`src/rtl/tluh_mem_responder_if.sv`:
```
// TL-UH 32-bit type definitions and the bundled TL + memory-port interface
// shared by the responder and its host/memory environment.
package tluh_32_pkg;
  localparam int TL_AW  = 32;
  localparam int TL_DW  = 32;
  localparam int TL_AIW = 8;
  localparam int TL_DIW = 1;
  localparam int TL_SZW = 2;
  localparam int TL_DBW = TL_DW / 8;
  localparam int TL_AUW = 16;
  localparam int TL_DUW = 16;

  typedef enum logic [2:0] {
    PutFullData    = 3'h0,
    PutPartialData = 3'h1,
    Get            = 3'h4
  } tl_a_op_e;

  typedef enum logic [2:0] {
    AccessAck     = 3'h0,
    AccessAckData = 3'h1
  } tl_d_op_e;

  typedef struct packed {
    logic              a_valid;
    tl_a_op_e          a_opcode;
    logic [2:0]        a_param;
    logic [TL_SZW-1:0] a_size;
    logic [TL_AIW-1:0] a_source;
    logic [TL_AW-1:0]  a_address;
    logic [TL_DBW-1:0] a_mask;
    logic [TL_DW-1:0]  a_data;
    logic [TL_AUW-1:0] a_user;
    logic              d_ready;
  } tl_h2d_t;

  typedef struct packed {
    logic              d_valid;
    tl_d_op_e          d_opcode;
    logic [2:0]        d_param;
    logic [TL_SZW-1:0] d_size;
    logic [TL_AIW-1:0] d_source;
    logic [TL_DIW-1:0] d_sink;
    logic [TL_DW-1:0]  d_data;
    logic [TL_DUW-1:0] d_user;
    logic              d_error;
    logic              a_ready;
  } tl_d2h_t;
endpackage

interface tluh_mem_responder_if;
  import tluh_32_pkg::*;

  tl_h2d_t          tl_i;
  tl_d2h_t          tl_o;
  logic             req_o;
  logic             gnt_i;
  logic             we_o;
  logic [TL_AW-1:0] addr_o;
  logic [TL_DW-1:0] wdata_o;
  logic [TL_DW-1:0] wmask_o;
  logic             rvalid_i;
  logic [TL_DW-1:0] rdata_i;
  logic             rerror_i;

  modport slave (
    input  tl_i, gnt_i, rvalid_i, rdata_i, rerror_i,
    output tl_o, req_o, we_o, addr_o, wdata_o, wmask_o
  );

  modport master (
    output tl_i, gnt_i, rvalid_i, rdata_i, rerror_i,
    input  tl_o, req_o, we_o, addr_o, wdata_o, wmask_o
  );
endinterface

```
`src/rtl/tluh_mem_responder.sv`:
```
// TL-UH device responder in front of a req/gnt/rvalid memory port: screens
// illegal requests locally and answers up to Outstanding requests in order.
module tluh_mem_responder
  import tluh_32_pkg::*;
#(
  parameter int Outstanding = 2
) (
  input  logic                 clk_i,
  input  logic                 rst_i,
  tluh_mem_responder_if.slave  bus
);

  localparam int PW  = (Outstanding > 1) ? $clog2(Outstanding) : 1;
  localparam int PW1 = PW + 1;
  localparam int CW  = $clog2(Outstanding + 1);
  localparam logic [CW-1:0]  DEPTH = CW'(Outstanding);
  localparam logic [PW-1:0]  LAST  = PW'(Outstanding - 1);
  localparam logic [PW1-1:0] WRAP  = PW1'(Outstanding);

  logic [TL_AIW-1:0] src_q   [Outstanding];
  logic [TL_SZW-1:0] size_q  [Outstanding];
  logic              get_q   [Outstanding];
  logic              err_q   [Outstanding];
  logic              pend_q  [Outstanding];
  logic              rerr_q  [Outstanding];
  logic [TL_DW-1:0]  data_q  [Outstanding];

  logic [PW-1:0] wr_ptr_q, wr_ptr_d;
  logic [PW-1:0] rd_ptr_q, rd_ptr_d;
  logic [CW-1:0] count_q, count_d;

  logic [TL_DBW-1:0] smask;
  logic              misalign;
  logic              op_ok;
  logic              a_err;
  logic              full;
  logic              req;
  logic              a_ready;
  logic              push;
  logic              pop;
  logic              head_valid;
  logic              mem_hit;
  logic [PW-1:0]     mem_idx;
  logic [PW1-1:0]    scan_sum;
  logic              complete;

  logic unused_a_user;
  assign unused_a_user = ^bus.tl_i.a_user;

  always_comb begin
    unique case (bus.tl_i.a_size)
      2'd0:    smask = 4'b0001;
      2'd1:    smask = 4'b0011;
      default: smask = 4'b1111;
    endcase
    smask = smask << bus.tl_i.a_address[1:0];
  end

  always_comb begin
    unique case (bus.tl_i.a_size)
      2'd0:    misalign = 1'b0;
      2'd1:    misalign = bus.tl_i.a_address[0];
      default: misalign = |bus.tl_i.a_address[1:0];
    endcase
  end

  assign op_ok = (bus.tl_i.a_opcode == PutFullData) ||
                 (bus.tl_i.a_opcode == PutPartialData) ||
                 (bus.tl_i.a_opcode == Get);

  assign a_err = !op_ok || (bus.tl_i.a_param != 3'd0) || (bus.tl_i.a_size > 2'd2) ||
                 misalign || ((bus.tl_i.a_mask & ~smask) != '0) ||
                 ((bus.tl_i.a_opcode == PutFullData) && (bus.tl_i.a_mask != smask));

  // Illegal requests bypass memory, so they only need FIFO room to be accepted.
  assign full    = (count_q == DEPTH);
  assign req     = bus.tl_i.a_valid && !full && !a_err && !rst_i;
  assign a_ready = !rst_i && (a_err ? !full : (req && bus.gnt_i));
  assign push    = bus.tl_i.a_valid && a_ready;

  assign bus.req_o   = req;
  assign bus.we_o    = (bus.tl_i.a_opcode == PutFullData) ||
                       (bus.tl_i.a_opcode == PutPartialData);
  assign bus.addr_o  = {bus.tl_i.a_address[TL_AW-1:2], 2'b00};
  assign bus.wdata_o = bus.tl_i.a_data;
  assign bus.wmask_o = {{8{bus.tl_i.a_mask[3]}}, {8{bus.tl_i.a_mask[2]}},
                        {8{bus.tl_i.a_mask[1]}}, {8{bus.tl_i.a_mask[0]}}};

  // Memory responses are in order, so each one belongs to the oldest pending entry.
  always_comb begin
    mem_hit  = 1'b0;
    mem_idx  = '0;
    scan_sum = '0;
    for (int i = 0; i < Outstanding; i++) begin
      scan_sum = {1'b0, rd_ptr_q} + PW1'(i);
      if (scan_sum >= WRAP) scan_sum = scan_sum - WRAP;
      if (!mem_hit && (CW'(i) < count_q) && pend_q[scan_sum[PW-1:0]]) begin
        mem_hit = 1'b1;
        mem_idx = scan_sum[PW-1:0];
      end
    end
  end

  assign complete   = bus.rvalid_i && mem_hit && !rst_i;
  assign head_valid = (count_q != '0) && !pend_q[rd_ptr_q] && !rst_i;
  assign pop        = head_valid && bus.tl_i.d_ready;

  always_comb begin
    wr_ptr_d = wr_ptr_q;
    rd_ptr_d = rd_ptr_q;
    count_d  = count_q;
    if (push) wr_ptr_d = (wr_ptr_q == LAST) ? '0 : wr_ptr_q + 1'b1;
    if (pop)  rd_ptr_d = (rd_ptr_q == LAST) ? '0 : rd_ptr_q + 1'b1;
    if (push && !pop)      count_d = count_q + 1'b1;
    else if (!push && pop) count_d = count_q - 1'b1;
  end

  always_ff @(posedge clk_i) begin
    if (rst_i) begin
      wr_ptr_q <= '0;
      rd_ptr_q <= '0;
      count_q  <= '0;
      for (int i = 0; i < Outstanding; i++) begin
        pend_q[i] <= 1'b0;
        err_q[i]  <= 1'b0;
        rerr_q[i] <= 1'b0;
        get_q[i]  <= 1'b0;
        src_q[i]  <= '0;
        size_q[i] <= '0;
        data_q[i] <= '0;
      end
    end else begin
      wr_ptr_q <= wr_ptr_d;
      rd_ptr_q <= rd_ptr_d;
      count_q  <= count_d;
      if (push) begin
        src_q[wr_ptr_q]  <= bus.tl_i.a_source;
        size_q[wr_ptr_q] <= bus.tl_i.a_size;
        get_q[wr_ptr_q]  <= (bus.tl_i.a_opcode == Get);
        err_q[wr_ptr_q]  <= a_err;
        pend_q[wr_ptr_q] <= !a_err;
        rerr_q[wr_ptr_q] <= 1'b0;
        data_q[wr_ptr_q] <= '0;
      end
      if (complete) begin
        data_q[mem_idx] <= get_q[mem_idx] ? bus.rdata_i : '0;
        rerr_q[mem_idx] <= rerr_q[mem_idx] | bus.rerror_i;
        pend_q[mem_idx] <= 1'b0;
      end
    end
  end

  always_comb begin
    bus.tl_o          = '0;
    bus.tl_o.d_valid  = head_valid;
    bus.tl_o.d_opcode = get_q[rd_ptr_q] ? AccessAckData : AccessAck;
    bus.tl_o.d_size   = size_q[rd_ptr_q];
    bus.tl_o.d_source = src_q[rd_ptr_q];
    bus.tl_o.d_data   = err_q[rd_ptr_q] ? '0 : data_q[rd_ptr_q];
    bus.tl_o.d_error  = err_q[rd_ptr_q] | rerr_q[rd_ptr_q];
    bus.tl_o.a_ready  = a_ready;
  end

  logic [TL_AW+TL_DW+TL_AIW+TL_DBW+10:0] a_fields;
  assign a_fields = {bus.tl_i.a_opcode, bus.tl_i.a_param, bus.tl_i.a_size,
                     bus.tl_i.a_source, bus.tl_i.a_address, bus.tl_i.a_mask,
                     bus.tl_i.a_data};

  a_stable_chk: assert property (@(posedge clk_i) disable iff (rst_i)
    (bus.tl_i.a_valid && !a_ready) |=> (bus.tl_i.a_valid && $stable(a_fields)));

  count_chk: assert property (@(posedge clk_i) disable iff (rst_i)
    count_q <= DEPTH);

  stray_rvalid_chk: assert property (@(posedge clk_i) disable iff (rst_i)
    bus.rvalid_i |-> mem_hit);

endmodule

```
`src/flat_wrapper.sv`:
```
// flat-port wrapper written by rule: the top's interface ports become plain ports
module tluh_mem_responder_flat import tluh_32_pkg::*;
#(
  parameter int Outstanding = 2
)
  (clk_i, rst_i, bus_tl_i, bus_gnt_i, bus_rvalid_i, bus_rdata_i, bus_rerror_i, bus_tl_o, bus_req_o, bus_we_o, bus_addr_o, bus_wdata_o, bus_wmask_o);
  tluh_mem_responder_if bus_i ();
  input  logic clk_i;
  input  logic rst_i;
  input wire logic [$bits(bus_i.tl_i)-1:0] bus_tl_i;
  input wire logic [$bits(bus_i.gnt_i)-1:0] bus_gnt_i;
  input wire logic [$bits(bus_i.rvalid_i)-1:0] bus_rvalid_i;
  input wire logic [$bits(bus_i.rdata_i)-1:0] bus_rdata_i;
  input wire logic [$bits(bus_i.rerror_i)-1:0] bus_rerror_i;
  output wire logic [$bits(bus_i.tl_o)-1:0] bus_tl_o;
  output wire logic [$bits(bus_i.req_o)-1:0] bus_req_o;
  output wire logic [$bits(bus_i.we_o)-1:0] bus_we_o;
  output wire logic [$bits(bus_i.addr_o)-1:0] bus_addr_o;
  output wire logic [$bits(bus_i.wdata_o)-1:0] bus_wdata_o;
  output wire logic [$bits(bus_i.wmask_o)-1:0] bus_wmask_o;
  assign bus_i.tl_i = bus_tl_i;
  assign bus_i.gnt_i = bus_gnt_i;
  assign bus_i.rvalid_i = bus_rvalid_i;
  assign bus_i.rdata_i = bus_rdata_i;
  assign bus_i.rerror_i = bus_rerror_i;
  assign bus_tl_o = bus_i.tl_o;
  assign bus_req_o = bus_i.req_o;
  assign bus_we_o = bus_i.we_o;
  assign bus_addr_o = bus_i.addr_o;
  assign bus_wdata_o = bus_i.wdata_o;
  assign bus_wmask_o = bus_i.wmask_o;
  tluh_mem_responder #(.Outstanding(Outstanding)) u_core (.clk_i(clk_i), .rst_i(rst_i), .bus(bus_i));
endmodule
```
`config.mk`:
```
export PLATFORM = sky130hd
export DESIGN_NAME = tluh_mem_responder_flat
export DESIGN_NICKNAME = d
export VERILOG_FILES = /design/src/rtl/tluh_mem_responder_if.sv /design/src/rtl/tluh_mem_responder.sv /design/src/flat_wrapper.sv
export SDC_FILE = /design/constraint.sdc
export NUM_CORES = 1
export LEC_CHECK = 0
export BUFFER_PORTS_ARGS = -buffer_cell sky130_fd_sc_hd__buf_2
export CELL_PAD_IN_SITES_DETAIL_PLACEMENT = 0
export CELL_PAD_IN_SITES_GLOBAL_PLACEMENT = 1
export CORE_MARGIN = 5
export CORE_UTILIZATION = 30
export CTS_CLUSTER_DIAMETER = 200
export CTS_CLUSTER_SIZE = 14
export DETAILED_ROUTE_END_ITERATION = 16
export HOLD_SLACK_MARGIN = 0.02
export MAX_ROUTING_LAYER = met4
export PLACE_DENSITY_LB_ADDON = 0.05
export SYNTH_ARGS = -nofsm -noshare
export SYNTH_HDL_FRONTEND = slang
export SYNTH_SLANG_ARGS = --single-unit
```
`constraint.sdc`:
```
create_clock -name clk_i -period 3.2 [get_ports clk_i]
set_clock_uncertainty 0.1 [all_clocks]
set_input_delay 0.32 -clock clk_i [delete_from_list [all_inputs] [get_ports clk_i]]
set_output_delay 0.32 -clock clk_i [all_outputs]
set_load 0.01 [all_outputs]
```
==> impl_results.md <==
- Setup_tns: 0 ns
- Seq/Total Area, Yosys: 49.1%
- Hold Crit Class: in2reg
- Post-synth top area share: 46.6%
- Synth Cell Area: 0.00579 sq mm
- Fin crit period: 2.70 ns
- Hold Startpoint: bus_tl_i[90]
- R2r startpoint: u_core.count_q[0]
- Drt drc: 0
- Initial DRT Pass Iterations: 5
- Final-report hold violation count: 0
- Kind of critical path: in2out
- Part of the power in combinational logic: 18.7%
- RSZ-0062 raised after global routing: false
- P per Cell Area: 517 mW/mm^2
- Leading area contributor after synthesis: edfxtp_1
- CTS tree: done
- Total net switching power: 0.000894 W
- Syn avg cell area: 10.8 sq um
- Max frequency: 370 MHz
- Die height: 149 um
- Total CTS buffers: 9
- I/O Buffers: 140
- Initial drt markers: 120
- Leakage: 2.70 nW
- Clock power frac: 35.5%
- Hold_buf cts: 0
- Setup WS post-layout: 0.496 ns
- # rows: 50
- Fin area: 0.00639 sq mm
- Hold Path Depth: 2
- Floorplan core area: 0.0188 sq mm
- Synth-to-layout area growth: 10.3%
- Crit path launch type: input port
- Top cells by area, synth: edfxtp_1, buf_4, and2_1
- Final setup fails: 0
- Setup Fix Bufs, Post-CTS: 0
- EDFF count, synth: 90
- Fin crit share: 84.5%
- Fraction of registers with async set/reset: 0%
- Die ar.: 0.0222 sq mm
- Most common cell after layout, fill and taps aside: buf_2
- Crit-path max FO: 6
- Resized cells post-CTS: 0
- H-Tree Depth: 3
- Worst EP required: 2.78 ns
- N_diodes: 0
- Count of state elements after synthesis: 97
- Max_cap viols: 0
- Register-to-Register Setup Slack: 0.58 ns
- Grt ovf: 0
- Worst Setup End Kind: primary output
- Wire per inst: 17.0 um
- Most frequent cells in the layout: buf_2, edfxtp_1, and2_1
- Clock slew at reported path FFs: 0.07 ns
- Slew @ Worst Pin: 0.998 ns
- Total wire length: 14400 um
- Skew-Pair Late Insertion Delay: 0.34 ns
- Clock root cell: clkbuf_16
- IO Count: 305
- Synthesis warning total: 0
- Status: completed
- Post-DP HPWL: 9480 um
- Power share of the sequential group: 45.8%
- Reg2reg path depth: 6
- Layout filler cell count: 1961
- Routed Antenna Nets: 0
- Max Buffers Root-to-Sink: 2
- Initial antenna violation count: 0
- Sw frac: 27.1%
- Total number of vias: 3833
- Worst hold endpoint: u_core.src_q[1][5]
- Pint: 0.00241 W
- Top FF cell, synth: edfxtp_1
- Pin count of the biggest net entering global routing: 34
- CTS sink count: 97
- GPL Wtd Cong: 0.728
- Vias in the first global route: 4052
- Vias per cell: 4.54
- Cell Area, Placed: 0.00607 sq mm
- Global-route wire length before repair: 21900 um
- Synth unique cells: 46
- Initial core utilization: 30.8%
- GRT Total Usage: 13.1%
- Reg-to-reg endpoint: u_core.data_q[1][9]
- Slew HR: 33.2%
- Die width: 149 um
- Layout cell share with drive strength beyond 1: 32.5%
- Worst EP arrival: 2.28 ns
- Final Max Tran Viols: 0
- Peak supply drop: 0.000269 V
- Nets: 727
- Syn Inst Count: 536
- Post-Place Worst Slack: 0.136 ns
-- state kept, by name (all words and copies together), names as in the netlist, named ones only --
name / cells
u_core.data_q: 64
u_core.src_q: 16
u_core.size_q: 4
u_core.count_q: 2
u_core.err_q: 2
u_core.get_q: 2
u_core.pend_q: 2
u_core.rerr_q: 2
u_core.rd_ptr_q: 1
u_core.wr_ptr_q: 1
-- how the worst max path moves through the flow --
stage            startpoint                   to  slack, ns
2_1_floorplan  bus_tl_i[93]  u_core.data_q[1][0]       0.03
3_3_place_gp   bus_tl_i[53]    u_core.count_q[1]       0.19
3_5_place_dp   bus_tl_i[53]    u_core.count_q[1]       0.14
4_1_cts        bus_tl_i[53]          bus_tl_o[0]       0.48
5_1_grt        bus_tl_i[53]    u_core.count_q[1]       0.27
6_report       bus_tl_i[53]          bus_tl_o[0]       0.50
-- Yosys cell counts, types with 2 or more instances --
cell type and n:
buf_4 120, edfxtp_1 90, and2_1 53, nor2_1 42, inv_1 40, a211oi_1 35
mux2i_1 33, clkbuf_1 18, mux2_2 13, ha_1 8, dfxtp_1 7, nand2_1 7
nand3_1 6, a21oi_1 4, buf_1 4, nor2b_1 4, o21a_1 4, a21o_1 3
and3_1 3, nand2b_1 3, nand4_1 3, nor3_1 3, o2111ai_1 3, a31oi_1 2
a41oi_1 2, o21ai_1 2, o221ai_1 2, or2_2 2, or4_1 2, xor2_1 2
-- final cells by class --
cell class	instances	area [sq um]	area share (%)
multi-input cells	279	1930	30.2
flip-flops and latches	97	2840	44.5
repair buffers	153	823	12.9
well taps	260	325	5.09
inverters	40	150	2.35
clock buffers	10	229	3.58
clock inverters	6	90.1	1.41
-- routing by layer --
metal  vias to the layer above  global-route usage (%)  part of all wire (%)
met2                       148                    22.1                    48
li1                       1801                       -                     -
met1                      1836                    15.2                    43
met3                        48                    2.37                   5.8
met4                         0                    6.13                   3.1
met5                         -                       -                     0
-- power by group through the flow --
| stage | Clock (W) | Combinational, W | Sequential (W) |
|---|---|---|---|
| 2_1_floorplan | 0 | 0.000497 | 0.00153 |
| 3_3_place_gp | 0 | 0.000634 | 0.00154 |
| 3_5_place_dp | 0 | 0.000634 | 0.00154 |
| 4_1_cts | 0.00121 | 0.000636 | 0.00151 |
| 5_1_grt | 0.00126 | 0.000687 | 0.00152 |
| 6_report | 0.00117 | 0.000617 | 0.00151 |
-- kinds of logic after synthesis --
kind of cell	Yosys count	share of synthesized area (%)
buf+inv	183	19.6
simple gates	132	12.1
flops	97	49.1
compound gates	66	8.72
mux	46	8.23
fa+ha+maj	8	1.73
xor+xnor	3	0.454
other cells	1	0.0647
-- metrics by stage --
stage                     std cells  utilization [%]  power [W]  hold WS [ns]
after detailed placement        829             32.2    0.00217         0.374
after floorplan                 559                -    0.00203         0.350
after global placement          829             32.2    0.00217         0.367
final                           845             33.9    0.00330         0.161
after CTS                       845             33.9    0.00335         0.149
after global routing            845             33.9    0.00346         0.154
-- critical path, cell delays in order --
cell,delay (ns)
buf_2,0.13
or2_2,0.13
o21bai_1,0.07
ha_1,0.18
or4_4,0.52
a2111o_1,0.44
nor2_1,0.24
a211oi_1,0.11
buf_2,0.15
No activity file was read; power rests on OpenSTA's default activity.
